**config.mk**
```make
export PLATFORM = sky130hd
export DESIGN_NAME = pc_sequencer
export DESIGN_NICKNAME = d
export VERILOG_FILES = /design/src/rtl/pc_sequencer.sv
export SDC_FILE = /design/constraint.sdc
export NUM_CORES = 1
export LEC_CHECK = 0
export CAP_MARGIN = 20
export CORE_MARGIN = 4
export CORE_UTILIZATION = 45
export DETAILED_ROUTE_END_ITERATION = 10
export PLACE_DENSITY = 0.88
export SYNTH_ARGS = -nofsm -noshare
export SYNTH_HDL_FRONTEND = slang
export SYNTH_SLANG_ARGS = --single-unit
```
**constraint.sdc**
```tcl
create_clock -name Clk -period 4.74 [get_ports Clk]
set_input_delay 0.474 -clock Clk [delete_from_list [all_inputs] [get_ports Clk]]
set_output_delay 0.474 -clock Clk [all_outputs]
set_load 0.02 [all_outputs]
```
**src/rtl/pc_sequencer.sv**
```systemverilog
// Program-counter sequencer for the IF stage: sequential stepping, stalls,
// branch/exception redirects and a fixed-length fetch bubble after each redirect.
module pc_sequencer #(
    parameter int                 WIDTH        = 32,
    parameter logic [WIDTH-1:0]   RESET_VECTOR = '0,
    parameter logic [WIDTH-1:0]   EXC_VECTOR   = WIDTH'(32'h0000_0180),
    parameter int                 STEP         = 4,
    parameter int                 FLUSH_CYCLES = 1,
    parameter int                 CNT_WIDTH    = 32
) (
    input  logic                 Clk,
    input  logic                 Reset,
    input  logic                 Stall,
    input  logic                 BranchTaken,
    input  logic [WIDTH-1:0]     BranchTarget,
    input  logic                 Exception,
    output logic [WIDTH-1:0]     PCResult,
    output logic [WIDTH-1:0]     PCPlusStep,
    output logic                 FetchValid,
    output logic                 Misaligned,
    output logic [CNT_WIDTH-1:0] FetchCount
);

    typedef enum logic {RUN, FLUSH} state_t;

    // STEP is a power of two, so STEP-1 masks exactly the low log2(STEP) bits
    localparam logic [WIDTH-1:0] ALIGN_MASK = WIDTH'(STEP - 1);
    localparam logic [7:0]       FLUSH_LOAD = 8'(FLUSH_CYCLES);

    state_t                 r_state;
    logic [7:0]             r_flushCnt;
    logic [WIDTH-1:0]       r_pc;
    logic                   r_misaligned;
    logic [CNT_WIDTH-1:0]   r_fetchCount;

    state_t                 w_nextState;
    logic [7:0]             w_nextFlushCnt;
    logic [WIDTH-1:0]       w_nextPc;
    logic                   w_nextMisaligned;
    logic                   w_targetMisaligned;
    logic                   w_countFetch;

    assign w_targetMisaligned = |(BranchTarget & ALIGN_MASK);
    assign w_countFetch = (r_state == RUN) && !Stall && !Exception && !BranchTaken;

    always_comb begin
        w_nextState      = r_state;
        w_nextFlushCnt   = r_flushCnt;
        w_nextPc         = r_pc;
        w_nextMisaligned = 1'b0;
        if (Exception) begin
            w_nextPc       = EXC_VECTOR;
            w_nextState    = FLUSH;
            w_nextFlushCnt = FLUSH_LOAD;
        end else if (BranchTaken && w_targetMisaligned) begin
            w_nextPc         = EXC_VECTOR;
            w_nextMisaligned = 1'b1;
            w_nextState      = FLUSH;
            w_nextFlushCnt   = FLUSH_LOAD;
        end else if (BranchTaken) begin
            w_nextPc       = BranchTarget;
            w_nextState    = FLUSH;
            w_nextFlushCnt = FLUSH_LOAD;
        end else if (r_state == FLUSH) begin
            w_nextFlushCnt = r_flushCnt - 8'd1;
            if (r_flushCnt == 8'd1) begin
                w_nextState = RUN;
            end
        end else if (!Stall) begin
            w_nextPc = r_pc + WIDTH'(STEP);
        end
    end

    always_ff @(posedge Clk or posedge Reset) begin
        if (Reset) begin
            r_state      <= RUN;
            r_flushCnt   <= 8'd0;
            r_pc         <= RESET_VECTOR;
            r_misaligned <= 1'b0;
            r_fetchCount <= '0;
        end else begin
            r_state      <= w_nextState;
            r_flushCnt   <= w_nextFlushCnt;
            r_pc         <= w_nextPc;
            r_misaligned <= w_nextMisaligned;
            if (w_countFetch) begin
                r_fetchCount <= r_fetchCount + CNT_WIDTH'(1);
            end
        end
    end

    assign PCResult   = r_pc;
    assign PCPlusStep = r_pc + WIDTH'(STEP);
    assign FetchValid = (r_state == RUN);
    assign Misaligned = r_misaligned;
    assign FetchCount = r_fetchCount;

endmodule
```
==> results.md <==
- Outcome: finished clean
- Reg-to-Reg End: PCResult[30]
- HPWL after DPL: 8780 um
- Syn Nets: 492
- CTS sink count: 74
- Std-Cell Rows: 35
- Fmax: 0.286 GHz
- Total Wirelength: 11800 um
- Mapped Avg Cell Area: 9.40 um^2
- Max Slew Vio Count: 0
- Antenna violation net count after detailed routing: 0
- Vias per cell: 5.63
- Clk_lat worst skew: 340 ps
- CP Capture Type: primary output
- Die Ht: 105 um
- Core Util, Final: 63.8%
- Worst slew pin tran: 989 ps
- Critical-path cell list: ha_1 > nand3_4 > nor4_4 > nand4_1 > xnor2_1 > clkdlybuf4s50_1
- Synth top area share: 43.7%
- # DRC: 0
- Synth Instances: 451
- Met3 Track Usage GR: 5.99%
- Number of top-level pins: 135
- Chip Width: 105 um
- Global placement routability congestion: 0.884
- Netlist cell types: 43
- Clk buf depth: 2
- Worst Path Max Fanout: 8
- Most frequent cells in the layout: clkdlybuf4s50_1 (134), dfrtp_1 (74), nand2_1 (58), xnor2_1 (52), nand3_1 (34)
- CTS tree: yes
- Final setup viols: 0
- Total CTS buffers: 9
- Root buffer cell: clkbuf_8
- H-tree depth: 3
- Ranking of synthesized cells by area: dfrtp_1 (44%), xnor2_1 (11%), xor2_1 (6.6%)
- Sequential share of the synthesized area: 43.7%
- Post-CTS Hold Buffers: 0
- Number of global-route vias before repair: 4074
- Post-synth top area cell: dfrtp_1
- PD cells: 240 nW/um^2
- Post-synth ARST share: 100%
- Max VDD drop: 0.174 mV
- DR WL/cell: 17.0 um
- CP required: 4270 ps
- Antenna violations before repair: 0
- Most common cell after layout, fill and taps aside: clkdlybuf4s50_1
- Critical Path Start: PCResult[2]
- Final hold vios: 0
- Grt met2 use: 35.3%
- Total GRT Usage: 22.0%
- Leak: 2.37 nW
- Busiest grt layer: met2
- Crit path capture: PCPlusStep[30]
- Worst path slowest cell: clkdlybuf4s50_1
- Met1 usage in global routing: 28.6%
- NumNets Final: 621
- Die area: 11000 um^2
- Initial DRC Count: 167
- First-pass GRT wire length: 19900 um
- Grt total ovfl: 0
- Yosys warning count: 0
- Layout Skew: 8.36 ps
- CP arrival: 3020 ps
- Post-CTS sizing: 0
- RSZ-0062 raised after global routing: false
- DRT Pass-1 Iters: 5
- Core Region: 9200 um^2
- Max-cap violations: 0
- Post-synth EDFFs: 0
- Starting Density: 46.1%
- Clock transition at path regs: 70 ps
- Synth-to-layout area growth: 38.4%
- Post-synthesis register bit count: 74
- Fin crit period: 3490 ps
- IO buf count: 134
- Diode count: 0
- Fin crit share: 73.7%
- Sum Neg Setup Slack: 0 ps
- Share of cells above drive strength 1: 6.35%
- Routed via count: 3906
- R2R depth: 5
- Startpoint types: flop
- Worst min-delay path category: reg -> reg
- Post-CTS setup buffer count: 0
- Top_reg_cell synth: dfrtp_1
- Max_slew headroom: 33.9%
- Slowest stage delay, CP: 620 ps
- R2R setup slack: 2360 ps
- Reg2reg start: PCResult[2]
- Worst Setup Path Type: reg -> out
- Post-Syn Area: 4240 um^2
- Fillers: 736
- Largest net degree at the start of global routing: 44
==> cell type report <==
class	count	area [um^2]	share of cell area, %
Clock buffer	9	124	2.11
Tap cell	111	139	2.37
Timing Repair Buffer	139	1380	23.6
Clock inverter	5	81.3	1.39
Multi-Input combinational cell	347	2260	38.5
Inverter	9	33.8	0.576
Sequential cell	74	1850	31.5
==> worst min-delay path by stage <==
stage	startpoint	end	slack, ps	cells after the start
detailed placement	FetchCount[31]	FetchCount[31]	460	1
finish	FetchCount[31]	FetchCount[31]	470	1
CTS	FetchCount[31]	FetchCount[31]	480	1
floorplan	r_flushCnt[5]	r_flushCnt[5]	500	2
global placement	FetchCount[31]	FetchCount[31]	460	1
global route	FetchCount[25]	FetchCount[25]	520	1
==> synth_stat cells (2+ instances only) <==
cell type,number
nor3_1,20
inv_1,9
buf_4,2
buf_2,8
nand2_1,58
o21ai_0,28
dfrtp_1,74
and2_1,4
nand3_2,2
nand3_4,2
xor2_1,32
clkbuf_1,9
nand4_1,24
xnor2_1,52
nor3_2,2
a21oi_1,8
or3_1,4
or2_2,2
and3_1,4
a32oi_1,3
ha_1,4
and4_1,5
o211ai_1,4
nor4_4,5
nand3_1,34
nor3b_1,2
a31oi_1,2
or4_1,2
nor2_1,32
==> worst max-delay path: cells and delay by family (launching register included) <==
kind / cells / cell delay [ps]
and+or+nand+nor: 3 / 1010
buffers and inverters: 1 / 620
DFF: 1 / 530
adders and majority gates: 1 / 330
xor gates and xnor gates: 1 / 200
==> routing by layer <==
layer  routed length (um)  up-vias
met5                    0        -
met4                  149        0
met3                  895       18
met2                 5750      182
met1                 5030     1879
li1                     -     1827
==> sequential cells by signal (all words and copies together) (netlist names) <==
| register | cells |
|---|---|
| PCResult | 32 |
| Misaligned | 1 |
| r_state | 1 |
| FetchCount | 32 |
| r_flushCnt | 8 |
==> kinds of logic after synthesis <==
logic type / after synthesis / share of synthesized area, %
AND/OR/NAND/NOR: 207 / 27.3
multiplexers: 1 / 0.236
adder cells (fa/ha/maj): 4 / 1.18
flip-flops: 74 / 43.7
buffers and inverters: 30 / 3.24
XOR/XNOR: 84 / 17.3
AO/OA/AOI/OAI: 51 / 7.02
==> stage by stage <==
| stage | instances | hold slack (ps) | instance area [um^2] | total power (W) | worst slack [ps] |
|---|---|---|---|---|---|
| after CTS | 693 | 476 | 5860 | 0.00141 | 1220 |
| after floorplan | 451 | 504 | 4240 | 0.000794 | 2220 |
| after detailed placement | 679 | 462 | 5650 | 0.000900 | 1580 |
| after global placement | 679 | 461 | 5650 | 0.000893 | 1630 |
| final | 694 | 470 | 5870 | 0.00141 | 1250 |
| after global routing | 694 | 524 | 5870 | 0.00146 | 988 |
==> report_power, final <==
group | total, W | leakage, nW | switching [W] | internal [W]
sequential | 0.000688 | 1.01 | 0.0000377 | 0.000650
combinational | 0.000200 | 1.26 | 0.000103 | 0.0000969
clock | 0.000518 | 0.101 | 0.000227 | 0.000291
Power figures use the tool's default switching activity.
